[src/rtl/fetch_unit_pkg.sv]
// Shared types and constants for the instruction fetch stage.
// Also carries the bench-visible reset PC and canonical NOP encoding.
package fetch_unit_pkg;

   localparam logic [31:0] RESET_PC_DEFAULT = 32'h0000_0000;
   localparam logic [31:0] INSN_NOP         = 32'h0000_0013;
   localparam int          DEPTH_DEFAULT    = 4;

   typedef struct packed {
      logic [31:0] pc;
      logic [31:0] ir;
      logic        filled;
   } slot_t;

   function automatic logic [31:0] word_align(input logic [31:0] a);
      return {a[31:2], 2'b00};
   endfunction

endpackage

[src/rtl/fetch_queue.sv]
// In-order slot queue: allocate at request, fill at response,
// pop at decode handshake, flush on redirect.
module fetch_queue
   import fetch_unit_pkg::*;
#(
   parameter int DEPTH = DEPTH_DEFAULT
) (
   input  logic                     clk,
   input  logic                     rst_n,
   input  logic                     flush,
   input  logic                     alloc,
   input  logic [31:0]              alloc_pc,
   input  logic                     fill,
   input  logic [31:0]              fill_ir,
   input  logic                     pop,
   output logic                     head_filled,
   output logic [31:0]              head_pc,
   output logic [31:0]              head_ir,
   output logic [$clog2(DEPTH):0]   count,
   output logic [$clog2(DEPTH):0]   pend
);

   localparam int AW = $clog2(DEPTH);
   localparam int CW = AW + 1;

   slot_t         slots [DEPTH];
   logic [AW-1:0] head;
   logic [AW-1:0] tail;
   logic [AW-1:0] fill_ptr;

   always_ff @(posedge clk or negedge rst_n) begin
      if (!rst_n) begin
         for (int i = 0; i < DEPTH; i++) slots[i] <= '0;
         head     <= '0;
         tail     <= '0;
         fill_ptr <= '0;
         count    <= '0;
         pend     <= '0;
      end else if (flush) begin
         for (int i = 0; i < DEPTH; i++) slots[i] <= '0;
         head     <= '0;
         tail     <= '0;
         fill_ptr <= '0;
         count    <= '0;
         pend     <= '0;
      end else begin
         // alloc, fill and pop always target distinct slots
         if (alloc) begin
            slots[tail].pc     <= alloc_pc;
            slots[tail].ir     <= '0;
            slots[tail].filled <= 1'b0;
            tail               <= tail + 1'b1;
         end
         if (fill) begin
            slots[fill_ptr].ir     <= fill_ir;
            slots[fill_ptr].filled <= 1'b1;
            fill_ptr               <= fill_ptr + 1'b1;
         end
         if (pop) begin
            slots[head].filled <= 1'b0;
            head               <= head + 1'b1;
         end
         count <= count + CW'(alloc) - CW'(pop);
         pend  <= pend + CW'(alloc) - CW'(fill);
      end
   end

   assign head_filled = slots[head].filled;
   assign head_pc     = slots[head].pc;
   assign head_ir     = slots[head].ir;

endmodule

[src/rtl/fetch_unit.sv]
// RV32I fetch stage: owns the PC, issues imem requests, tracks stale
// responses across redirects and feeds decode through fetch_queue.
module fetch_unit
   import fetch_unit_pkg::*;
#(
   parameter logic [31:0] RESET_PC = RESET_PC_DEFAULT,
   parameter int          DEPTH    = DEPTH_DEFAULT
) (
   input  logic        clk,
   input  logic        rst_n,
   output logic        imem_req,
   output logic [31:0] imem_addr,
   input  logic        imem_rvalid,
   input  logic [31:0] imem_rdata,
   input  logic        redirect_valid,
   input  logic [31:0] redirect_pc,
   input  logic        halt,
   output logic        if_valid,
   output logic [31:0] if_pc,
   output logic [31:0] if_ir,
   input  logic        id_ready
);

   localparam int AW = $clog2(DEPTH);
   localparam int CW = AW + 1;
   // drops can pile up across back-to-back redirects
   localparam int DW = AW + 4;

   logic [31:0]   pc;
   logic [DW-1:0] drop_cnt;
   logic [DW-1:0] drop_d;
   logic          halted;
   logic          head_filled;
   logic [CW-1:0] count;
   logic [CW-1:0] pend;
   logic          fill;
   logic          pop;

   assign imem_req  = rst_n && !halted && !redirect_valid
                      && (count < CW'(DEPTH));
   assign imem_addr = pc;
   assign if_valid  = head_filled && !redirect_valid;
   assign pop       = if_valid && id_ready;
   assign fill      = imem_rvalid && (drop_cnt == '0)
                      && !redirect_valid;

   always_comb begin
      drop_d = drop_cnt;
      if (redirect_valid)
         drop_d = drop_cnt + DW'(pend) - DW'(imem_rvalid);
      else if (imem_rvalid && (drop_cnt != '0))
         drop_d = drop_cnt - 1'b1;
   end

   always_ff @(posedge clk or negedge rst_n) begin
      if (!rst_n) begin
         pc       <= RESET_PC;
         drop_cnt <= '0;
         halted   <= 1'b0;
      end else begin
         drop_cnt <= drop_d;
         if (halt) halted <= 1'b1;
         if (redirect_valid) pc <= word_align(redirect_pc);
         else if (imem_req)  pc <= pc + 32'd4;
      end
   end

   fetch_queue #(.DEPTH(DEPTH)) u_queue (
      .clk         (clk),
      .rst_n       (rst_n),
      .flush       (redirect_valid),
      .alloc       (imem_req),
      .alloc_pc    (pc),
      .fill        (fill),
      .fill_ir     (imem_rdata),
      .pop         (pop),
      .head_filled (head_filled),
      .head_pc     (if_pc),
      .head_ir     (if_ir),
      .count       (count),
      .pend        (pend)
   );

   proto_chk: assert property (@(posedge clk) disable iff (!rst_n)
      !(imem_rvalid && (drop_cnt == '0) && (pend == '0)));

endmodule

[config.mk]
export PLATFORM = sky130hd
export DESIGN_NAME = fetch_unit
export DESIGN_NICKNAME = d
export VERILOG_FILES = /design/src/rtl/fetch_unit_pkg.sv /design/src/rtl/fetch_queue.sv /design/src/rtl/fetch_unit.sv
export SDC_FILE = /design/constraint.sdc
export NUM_CORES = 1
export LEC_CHECK = 0
export CAP_MARGIN = 10
export CORE_UTILIZATION = 54
export DETAILED_ROUTE_END_ITERATION = 16
export PLACE_DENSITY = 0.77
export SYNTH_ARGS = -nofsm -noshare
export SYNTH_HDL_FRONTEND = slang
export SYNTH_SLANG_ARGS = --single-unit
export TNS_END_PERCENT = 10
[constraint.sdc]
create_clock -name clk -period 7.7 [get_ports clk]
set_input_delay 1.54 -clock clk [delete_from_list [all_inputs] [get_ports clk]]
set_output_delay 1.54 -clock clk [all_outputs]
set_load 0.01 [all_outputs]
## Word level (Yosys, flattened, before mapping)

Index checks and enable logic that the tools add are counted.

| operators by class | value |
|---|---|
| add/subtract/negate cells | 11 |
| magnitude comparators | 7 |
| muxes and demuxes | 39 |
| bitwise gates (word level) | 3 |
| reduce and logical (&&, ||, !) cells | 19 |

Operators by type and width:

| operator | count |
|---|---|
| $bwmux 260 | 6 |
| $mux 260 | 6 |
| $demux 65 s2 | 6 |
| $mux 65 | 3 |
| $bmux 65 s2 | 1 |
| $mux 33 | 2 |
| $mux 32 | 2 |
| $add 32x3->32 const B | 1 |
| $mux 2 | 6 |
| $mux 6 | 2 |
| $logic_and 1x1->1 | 11 |
| $ge 3x3->1 const B | 3 |
| $lt 3x1->1 const B | 3 |
| $not 2->3 | 3 |
| $reduce_bool 2->1 | 4 |
| $add 2x1->2 const B | 3 |
| $add 3x1->3 | 2 |
| $add 6x3->6 | 1 |
| $logic_not 6->1 | 1 |
| $mux 3 | 2 |
| $reduce_bool 6->1 | 1 |
| $sub 3x1->3 | 2 |
| $sub 6x1->6 | 1 |
| $sub 6x1->6 const B | 1 |
| other kinds (3) | 6 |

| word-level totals | value |
|---|---|
| register bits | 311 |
| bits of input ports | 70 |
| word-level logic and storage cells | 99 |

## Logic depth before layout (Yosys ltp)

Gate-level depths: netlist (run 1).

| logic depth | value |
|---|---|
| depth in word-level cells | 17 |
| mapped depth | 11 |
| mapped depth without buffers | 11 |

## Hierarchy

Synthesis (run 1) repeated with hierarchy kept, for this count alone.

| second synthesis, totals | value |
|---|---|
| cell total of the unflattened synthesis | 1633 |
| area total of the unflattened synthesis | 17669.4 sq um |

Modules (own cells, without submodules):

| module | instances | cells an instance | area an instance (sq um) | seq. area each (sq um) |
|---|---|---|---|---|
| fetch_queue | 1 | 1354 | 15208.3 | 6806.5 |
| fetch_unit | 1 | 279 | 2461.1 | 925.9 |

## Least setup slack after synthesis (run 1)

Ideal clock, no wire load.

| path | value |
|---|---|
| path kind | input port to output port |
| start | input port redirect_valid |
| end | output port if_valid |
| data arrival time | 2.238 ns |
| required time | 6.160 ns |
| slack | 3.922 ns |
| stages | 4 |
| cell sequence | buf_4 clkinv_1 clkbuf_1 and2_1 |

| on the way | value |
|---|---|
| longest elaborated chain between the ends | 2 |

RTL lines:

| what | line | text |
|---|---|---|
| start: declaration | fetch_unit.sv:15 | `input logic redirect_valid,` |
| $logic_not 1->1 | fetch_unit.sv:42 | `assign if_valid = head_filled && !redirect_valid;` |
| $logic_and 1x1->1 | fetch_unit.sv:42 |  |
| end: declaration | fetch_unit.sv:18 | `output logic if_valid,` |

No other way between the ends.

## Worst setup path in the final report (run 1)

| path | value |
|---|---|
| start | input port rst_n |
| end | output port imem_req |

| on the way | value |
|---|---|
| longest elaborated chain between the ends | 3 |

RTL lines:

| what | line | text |
|---|---|---|
| start: declaration | fetch_unit.sv:10 | `input logic rst_n,` |
| $logic_and 1x1->1 (2 in series) | fetch_unit.sv:39 | `assign imem_req = rst_n && !halted && !redirect_valid` |
| $logic_and 1x1->1 | fetch_unit.sv:40 | `&& (count < CW'(DEPTH));` |
| end: declaration | fetch_unit.sv:11 | `output logic imem_req,` |

No other way between the ends.

==> reports/results.ini, run 1 <==
[floorplan]
die_footprint_um2=28810
die_w_um=169.7
fp.dieH_um=169.7
start_util_pct=54.83
total_number_of_placement_rows=61
core_um2=27710
top_level_ports=168

[clock_tree]
cts_max_path_buffers=3
cts_resized=0
cts-buffers-inserted=34
cts_hold_repair.buffers=0
cts_sinks=305
post_cts.repair.setup_buffers=0
path_clk_slew_ns=0.06
insertion_delay_ns=0.51
clock_tree_from_tritoncts=built
cts.root.buffer_cell=clkbuf_16
ctsHtreeMaxLevel=2

[setup_path]
timing.critical_path.required_ns=6.16
worst_setup_path_end_kind=primary output
worstPathMaxFanout=92
arrival_ns=3.70
crit_path_start_kind=input port
path_class=in2out
reg2reg_slack_ns=4.62

[cells_and_area]
fin_util_pct=65.28
layout.cells.most_common=nand2_1
post_route_cells_drive_above_1_share_pct=9.368
final_net_count=1755
design_area_um2=18090
seq_area_um2=7637
layout.cells.most_common_list=nand2_1, dfrtp_1, a21oi_1
area.growth.synth_to_final_pct=19.06
area_taken_by_multi_input_logic_gates_um2=6832
fillCellCount=2112

[timing]
finalSetupTns_ns=0
postLayoutSetupSlackWorst_ns=2.462
hold_violations=0
finalCritPeriodShare_pct=68.03
timing.final.setup_violations=0
finalWorstPathRequiredPeriod_ns=5.238
worst_slew_pin_slew_ns=1.151
rsz0062_at_grt=no
report.final.slew_viol_count=0
max_clock_freq_mhz=190.9
clock-skew-final_ns=0.01768
timing.max_slew.rel_slack_pct=23.27

[route]
post-route-drc-count=0
route.final.wire_length_mm=40.87
routed_wire_length_per_instance_um=19.88
detail_route_antenna_nets=0
detailroute.via_count=12551
number_of_drc_violations_after_detailed_routing_iteration_0=1504
detail_route.vias_per_cell=6.105
drt_pre_antenna_iters=5

[place]
portBuffers=163
place.detailed.hpwl_mm=23.82
routabilityCongestion=0.8511
dpl_worst_slack_ns=2.440
dpl_cell_area_um2=16890

[yosys]
number_of_synthesis_warnings=0
post_synth_inst_count=1581
flip_flop_cell_with_the_highest_count_after_synthesis=dfrtp_1
synth-simple-area-share_pct=18.43
synth.cell_area_um2=15190
yosys-mux-area-fraction_pct=10.29
main_combinational_cell_family_by_area_after_synthesis=simple AND/OR/NAND/NOR gates
synth_cell_types=57
yosys.area_share.xor_xnor_pct=1.211
synth-compound-area-share_pct=11.97
yosys_register_bits=305
seq_area_frac_synth_pct=50.24
async_set_or_reset_flop_fraction_in_the_synthesized_netlist_pct=100.0
edff_count_synth=0
arithmetic_cell_share_of_the_synthesized_area_counting_full_adders_half_adders_and_majority_gates_pct=2.784
synthesis.area_per_instance_um2=9.608

[power]
power.static_leakage_nw=7.384
power.density_nw_per_um2=214.2
vdd_drop_max_uv=139.4

[global_route]
grt_pass1_vias=12490
grt_remaining_overflow=0
grt_max_degree=155
grt_first_pass_wirelength_mm=66.01
groute.usage.overall_pct=28.98
antenna_violations_before_repair=1

[flow_run]
maxCapViolations=0

[outcome]
outcome=completed

[worst_hold_path]
holdCritPathClass=reg2reg

==> per-layer routing <==
metal,global-route usage (%),routed length (um)
met4,9.949,1101
met2,46.36,20090
met3,5.177,3196
met5,0,0
met1,40.03,16480
==> logic make-up after synthesis <==
| group | Yosys count |
|---|---|
| XOR/XNOR | 21 |
| multiplexers | 76 |
| adder cells (fa/ha/maj) | 32 |
| AND/OR/NAND/NOR | 638 |
| AO/OA/AOI/OAI | 321 |
| other | 1 |
| buffers and inverters | 187 |
| flip-flops | 305 |
==> registers in the layout, summed over array words and instances, names as in the netlist, 2 cells and up <==
signal            cells
imem_addr            30
u_queue.tail          2
u_queue.slots       256
u_queue.pend          3
u_queue.head          2
drop_cnt              6
u_queue.fill_ptr      2
u_queue.count         3
==> synth_stat cells, drive strengths merged (5+ instances only) <==
| library cell | number | area [um^2] |
|---|---|---|
| nand2 | 400 | 1501 |
| dfrtp | 305 | 7632 |
| a21oi | 247 | 1236 |
| nand3 | 125 | 625.6 |
| clkbuf | 101 | 382.9 |
| mux4 | 64 | 1441 |
| buf | 47 | 237.7 |
| nor2 | 39 | 146.4 |
| inv | 38 | 142.6 |
| ha | 29 | 362.9 |
| and3 | 15 | 93.84 |
| a32oi | 14 | 122.6 |
| and2 | 14 | 87.58 |
| nand4 | 14 | 87.58 |
| o21ai | 14 | 70.07 |
| mux2i | 11 | 110.1 |
| xnor2 | 11 | 96.34 |
| xor2 | 10 | 87.58 |
| nor3 | 8 | 45.04 |
| a211oi | 7 | 57.55 |
| a311oi | 7 | 61.31 |
| a21o | 5 | 37.54 |
| a31oi | 5 | 31.28 |
| nor4 | 5 | 46.29 |
| o211ai | 5 | 37.54 |
==> cell type report <==
type,instances,area share (%)
Antenna cell,2,0.02767
Clock buffer,48,5.500
Clock inverter,11,1.072
Inverter,39,0.8094
Multi-Input combinational cell,1090,37.77
Sequential cell,305,42.23
Tap cell,378,2.615
Timing Repair Buffer,183,9.976
==> power by group <==
group / total, mW / leakage, nW / internal, mW / switching, mW
sequential: 1.70 / 4.17 / 1.64 / 0.0626
combinational: 0.446 / 2.63 / 0.199 / 0.248
clock: 1.73 / 0.586 / 1.07 / 0.655
==> path summary, 6_finish.rpt <==
check / start / end / cells past startpoint
worst max-delay path: rst_n / imem_req / 3
worst min-delay path: u_queue.slots[197] / u_queue.slots[197] / 2
worst max register to register: u_queue.head[0] / u_queue.count[2] / 9
worst min register to register: u_queue.slots[197] / u_queue.slots[197] / 2
max in group asynchronous: rst_n / u_queue.head[1] / 2
min in group asynchronous: rst_n / u_queue.slots[148] / 1
==> critical path: stages <==
cell and delay, ns:
buf_8 0.51, nor4b_4 0.86, clkdlybuf4s50_1 0.69
==> stage by stage <==
step	instances	power [mW]	hold WS [ns]
final	2056	3.875	0.5142
after global routing	2055	4.015	0.5412
after CTS	2054	3.893	0.5193
after detailed placement	1995	2.173	0.5064
after global placement	1995	2.159	0.4911
after floorplan	1582	1.992	0.4742
Note: power is estimated with default switching activity, not from simulation.
==> run 2, diff against run 1 <==
==> constraint.sdc (replaced) <==
create_clock -name clk -period 5.5 [get_ports clk]
set_input_delay 1.1 -clock clk [delete_from_list [all_inputs] [get_ports clk]]
set_output_delay 1.1 -clock clk [all_outputs]
set_load 0.01 [all_outputs]
==> run 2 against run 1 <==
  * Worst setup slack got worse by 1.0 ns
  * Combinational power up 41%
  * Critical endpoint is now if_ir[2]
  * Flip-flop and latch count did not move
  * Highest routed layer unchanged
  * Critical path depth unchanged
  * Cell area fell by 0.27%
  * Critical path type is now reg2out
  * First-iteration DRC count decreased by 18%
  * Global-route usage rose by 0.63 points
  * Clock power is 31% higher
==> reports/results.ini, run 2 (synthesis results as in run 1) <==
[global_route]
grt_remaining_overflow=0  ; unchanged
antenna_violations_before_repair=0  ; -1
groute.usage.overall_pct=29.60  ; +0.63 points
grt_max_degree=175  ; +13%
grt_first_pass_wirelength_mm=66.96  ; +1.4%
grt_pass1_vias=12686  ; +1.6%

[floorplan]
die_w_um=169.7  ; unchanged
start_util_pct=54.83  ; unchanged
die_footprint_um2=28810  ; unchanged
core_um2=27710  ; unchanged
total_number_of_placement_rows=61  ; unchanged
fp.dieH_um=169.7  ; unchanged
top_level_ports=168  ; unchanged

[timing]
worst_hold_slack_ns=0.4867  ; -0.02753 ns
clock-skew-final_ns=0.01965  ; +0.001973 ns
finalWorstPathRequiredPeriod_ns=4.062
hold_violations=0  ; unchanged
finalSetupTns_ns=0  ; unchanged
timing.max_slew.rel_slack_pct=19.99  ; -3.3 points
max_clock_freq_mhz=246.2
timing.final.setup_violations=0  ; unchanged
finalCritPeriodShare_pct=73.86
worst_slew_pin_slew_ns=1.200  ; +0.04924 ns
report.final.slew_viol_count=0  ; unchanged
rsz0062_at_grt=no

[cells_and_area]
post_route_cells_drive_above_1_share_pct=9.691  ; +0.32 points
largest_register=u_queue.slots
layout.cells.most_common=nand2_1
layout.cells.most_common_list=nand2_1, dfrtp_1, a21oi_1
final_net_count=1761  ; +0.34%
largest_reg_flops=256  ; unchanged
area.growth.synth_to_final_pct=18.74

[power]
vdd_drop_max_uv=235.9  ; +69%
pwr-share-comb_pct=11.9  ; +0.4 points
net_switching_power_mw=1.356  ; +41%
power.share.clock_pct=42.9  ; -1.6 points
seqPwrFrac_pct=45.2  ; +1.3 points
power.density_nw_per_um2=292.8  ; +37%
p_int_mw=3.925  ; +35%
switching_share_pct=25.68  ; +0.77 points
power.static_leakage_nw=7.323  ; -0.84%

[clock_tree]
cts_max_path_buffers=3  ; unchanged
cts_resized=0  ; unchanged
cts_hold_repair.buffers=0  ; unchanged
post_cts.repair.setup_buffers=0  ; unchanged
cts_sinks=305  ; unchanged
clock_tree_from_tritoncts=built
path_clk_slew_ns=0.06  ; about the same
insertion_delay_ns=0.52  ; about the same
cts.root.buffer_cell=clkbuf_16
ctsHtreeMaxLevel=2  ; unchanged
cts-buffers-inserted=34  ; unchanged

[route]
post-route-drc-count=0  ; unchanged
routed_wire_length_per_instance_um=20.32  ; +2.2%
route.final.wire_length_mm=41.89  ; +2.5%
number_of_drc_violations_after_detailed_routing_iteration_0=1234  ; -18%
detail_route.vias_per_cell=6.088  ; -0.27%
detailroute.via_count=12554  ; +0.024%
detail_route_antenna_nets=0  ; unchanged
drt_pre_antenna_iters=5  ; unchanged

[setup_path]
slowest_delay_ns=1.16  ; +0.30 ns
path_class=reg2out
crit_chain=buf_4 > mux4_2 > clkdlybuf4s50_1
path_buf_inv=2  ; unchanged
crit_family=flip-flops
worstPathMaxFanout=42  ; -54%
cp.depth=3  ; unchanged
crit_path_start_kind=flop
worst_setup_path_end_kind=primary output
timing.critical_path.required_ns=4.40  ; -1.76 ns
arrival_ns=2.96  ; -0.74 ns
rr_worst_depth=9  ; unchanged
cpMaxStageDelayCell=dfrtp_2

[outcome]
outcome=completed

[place]
portBuffers=163  ; unchanged
place.detailed.hpwl_mm=24.67  ; +3.6%
routabilityCongestion=0.8576  ; +0.76%

[worst_hold_path]
holdCritPathClass=in2async

[flow_run]
maxCapViolations=0  ; unchanged

-- run 2: layout make-up --
class / instances / area, um^2
Sequential cell: 305 / 7637
Clock inverter: 15 / 162.7
Antenna cell: 2 / 5.005
Timing Repair Buffer: 189 / 1862
Multi-Input combinational cell: 1090 / 6812
Clock buffer: 44 / 939.7
Inverter: 39 / 146.4
Fill cell: 2089 / 9668
Tap cell: 378 / 473.0
-- run 2: power by group through the flow --
stage	Sequential [mW]	Combinational, mW	Clock [mW]
2_1_floorplan	2.38	0.408	0
3_3_place_gp	2.42	0.603	0
5_1_grt	2.40	0.700	2.38
4_1_cts	2.38	0.631	2.29
6_report	2.39	0.629	2.27
3_5_place_dp	2.42	0.623	0
-- run 2: through the flow --
step                      instances  utilization [%]  total power, mW  area (um^2)  worst slack, ns
after global placement         2001            61.11            3.024        16930            1.576
after detailed placement       2001            61.11            3.047        16930            1.550
after floorplan                1582                -            2.789        15190            2.528
final                          2062            65.10            5.281        18040            1.438
after CTS                      2060            65.09            5.305        18030            1.395
after global routing           2060            65.09            5.474        18030            1.311
-- run 2: final timing paths --
path / startpoint / endpoint / slack (ns)
min: rst_n / u_queue.slots[145] / 0.49
max: u_queue.head[1] / if_ir[2] / 1.44
max in group asynchronous: rst_n / u_queue.slots[248] / 3.61
max reg2reg: u_queue.head[1] / u_queue.count[2] / 2.27
min reg2reg: u_queue.slots[229] / u_queue.slots[229] / 0.52
min in group clk: u_queue.slots[229] / u_queue.slots[229] / 0.52
-- run 2: worst register-to-register path, cell delays in order, from the launching register on --
cell,delay [ns]
dfrtp_2,1.16
mux4_2,0.42
and3_1,0.35
ha_1,0.29
inv_1,0.06
ha_1,0.13
inv_1,0.06
fa_1,0.41
xnor2_1,0.17
nor2_1,0.05
-- run 2: metal layers --
layer  global-route usage, %  vias to the layer above  wire length [um]
li1                        -                     5611                 -
met1                   39.64                     6260             16610
met2                   48.47                      585             20680
met3                   4.944                       98              3384
met4                   11.48                        0              1216
met5                       0                        -                 0
==> run 3, diff against run 2 <==
--- a/config.mk
+++ b/config.mk
@@ -6,9 +6,9 @@
 export NUM_CORES = 1
 export LEC_CHECK = 0
 export CAP_MARGIN = 10
-export CORE_UTILIZATION = 54
+export CORE_UTILIZATION = 51
 export DETAILED_ROUTE_END_ITERATION = 16
-export PLACE_DENSITY = 0.77
+export PLACE_DENSITY = 0.76
 export SYNTH_ARGS = -nofsm -noshare
 export SYNTH_HDL_FRONTEND = slang
 export SYNTH_SLANG_ARGS = --single-unit
==> constraint.sdc (replaced) <==
create_clock -name clk -period 3.45 [get_ports clk]
set_input_delay 0.69 -clock clk [delete_from_list [all_inputs] [get_ports clk]]
set_output_delay 0.69 -clock clk [all_outputs]
set_load 0.01 [all_outputs]
==> run 3 against run 2 <==
  * Cell area increased by 0.76%
  * Flip-flop and latch count unchanged
  * Critical path depth unchanged
  * Clock power increased by 56%
  * Worst hold slack got worse by 0.17 ns
  * Global-route usage decreased by 1.7 points
  * Sequential power increased by 59%
  * First-iteration DRC count decreased by 9.7%
  * Sequential share of layout area decreased by 0.31 points
  * Core utilization decreased by 2.5 points
  * Critical path type unchanged
  * Highest routed layer is now met5
==> reports/results.ini, run 3 (synthesis results as in run 1) <==
[outcome]
outcome=completed

[clock_tree]
post_cts.repair.setup_buffers=0  ; unchanged
clock_tree_from_tritoncts=built
cts_sinks=305  ; unchanged
path_clk_slew_ns=0.06  ; about the same
cts.root.buffer_cell=clkbuf_16
cts_hold_repair.buffers=0  ; unchanged
cts_resized=0  ; unchanged
cts-buffers-inserted=34  ; unchanged
ctsHtreeMaxLevel=2  ; unchanged
cts_max_path_buffers=3  ; unchanged
insertion_delay_ns=0.51  ; about the same

[cells_and_area]
layout.cells.most_common_list=nand2_1, dfrtp_1, a21oi_1
post_route_cells_drive_above_1_share_pct=10.33  ; +0.64 points
largest_reg_flops=256  ; unchanged
final_net_count=1774  ; +0.74%
post_layout_nonfiller_instances=2078  ; +0.78%
number_of_antenna_diodes=0  ; -2
area_taken_by_multi_input_logic_gates_um2=6810  ; about the same
layout.cells.most_common=nand2_1
area.growth.synth_to_final_pct=19.64
seq_area_um2=7640  ; about the same
fillCellCount=2360  ; +13%
largest_register=u_queue.slots

[global_route]
antenna_violations_before_repair=1  ; +1
groute.usage.overall_pct=27.90  ; -1.7 points
grt_remaining_overflow=0  ; unchanged
grt_max_degree=176  ; +0.57%
grt_first_pass_wirelength_mm=67.25  ; +0.43%
grt_pass1_vias=12418  ; -2.1%

[route]
routed_wire_length_per_instance_um=20.20  ; -0.58%
post-route-drc-count=0  ; unchanged
detail_route_antenna_nets=0  ; unchanged
drt_pre_antenna_iters=5  ; unchanged
route.final.wire_length_mm=41.97  ; +0.19%
detail_route.vias_per_cell=6.043  ; -0.75%
number_of_drc_violations_after_detailed_routing_iteration_0=1114  ; -9.7%
detailroute.via_count=12557  ; +0.024%

[setup_path]
arrival_ns=2.38  ; -0.58 ns
timing.critical_path.required_ns=2.76  ; -1.64 ns
worstPathMaxFanout=37  ; -12%
crit_path_start_kind=flop
path_class=reg2out
worst_setup_path_end_kind=primary output

[place]
routabilityCongestion=0.8325  ; -2.9%
portBuffers=163  ; unchanged
dpl_worst_slack_ns=0.5490  ; -1.001 ns
placed_insts=2020  ; +0.95%
place.detailed.hpwl_mm=25.29  ; +2.5%

[timing]
finalCritPeriodShare_pct=89.12
hold_violations=0  ; unchanged
postLayoutSetupSlackWorst_ns=0.3754  ; -1.062 ns
timing.final.setup_violations=0  ; unchanged
clock-skew-final_ns=0.02434  ; +0.004689 ns
rsz0062_at_grt=no
report.final.slew_viol_count=0  ; unchanged
worst_hold_slack_ns=0.3158  ; -0.1708 ns
max_clock_freq_mhz=325.2
timing.max_slew.rel_slack_pct=32.47  ; +12 points
finalSetupTns_ns=0  ; unchanged
worst_slew_pin_slew_ns=1.013  ; -0.1873 ns
finalWorstPathRequiredPeriod_ns=3.075

[floorplan]
core_um2=29010  ; +4.7%
start_util_pct=52.36  ; -2.5 points
die_w_um=174.6  ; +2.9%
top_level_ports=168  ; unchanged
total_number_of_placement_rows=62  ; +1.6%
fp.dieH_um=174.6  ; +2.9%
die_footprint_um2=30480  ; +5.8%

[power]
seqPwrFrac_pct=45.5  ; +0.3 points
net_switching_power_mw=2.140  ; +58%
p_int_mw=6.198  ; +58%
power.static_leakage_nw=7.397  ; +1.0%
power.share.clock_pct=42.3  ; -0.6 points
power.density_nw_per_um2=458.7  ; +57%
design_power_total_mw=8.337  ; +58%
vdd_drop_max_uv=482.4  ; +100%
switching_share_pct=25.66  ; about the same
pwr-share-comb_pct=12.1  ; +0.2 points

[flow_run]
maxCapViolations=0  ; unchanged

[worst_hold_path]
holdCritPathClass=in2async

## run 3: cell count changes in the layout (fill, tap and decap cells not counted), sizes merged
cell,before,now
buf,28,41
clkbuf,44,47
clkinv,10,7
bufinv,3,1
diode,2,0
inv,39,41
clkinvlp,2,1
## run 3: final cells by class
cell class                 instances  share of cell area (%)
inverter                          39                  0.8055
sequential                       305                   42.04
clock inverter                    11                  0.5370
timing repair buffer             202                   11.06
multi-input combinational       1090                   37.47
clock buffer                      47                   5.452
tap                              384                   2.644
## run 3: critical path, stage by stage, from the launching register on
cell,delay [ns]
dfrtp_4,0.46
buf_12,0.31
mux4_2,0.55
clkdlybuf4s50_1,0.54
## run 3: power groups by stage
stage	Sequential (mW)	Combinational, mW	Clock (mW)
after floorplan	3.80	0.651	0
after global placement	3.85	0.978	0
after detailed placement	3.86	1.01	0
after CTS	3.79	1.02	3.58
after global routing	3.81	1.13	3.71
final	3.80	1.01	3.53
## run 3: path summary, 6_finish.rpt
path | start | end | slack (ns) | cells after the start
max | u_queue.head[0] | if_ir[2] | 0.38 | 3
max in group asynchronous | rst_n | u_queue.head[1] | 1.56 | 3
min in group clk | redirect_valid | drop_cnt[3] | 0.46 | 2
max reg2reg | u_queue.head[0] | u_queue.count[2] | 0.80 | 9
min | rst_n | drop_cnt[5] | 0.32 | 2
min reg2reg | u_queue.slots[164] | u_queue.slots[164] | 0.52 | 1
## run 3: stage by stage
step / util, % / instance area (um^2)
floorplan: - / 15190
global placement: 58.89 / 17090
detailed placement: 58.89 / 17090
CTS: 62.64 / 18170
global route: 62.64 / 18170
finish: 62.64 / 18170
## run 3: layer usage
layer | global-route usage (%) | part of all wire [%] | vias to the layer above
li1 | - | - | 5647
met1 | 37.99 | 40 | 6238
met2 | 44.87 | 49 | 590
met3 | 4.809 | 8.2 | 80
met4 | 10.87 | 3.1 | 2
met5 | 0 | 0.026 | -
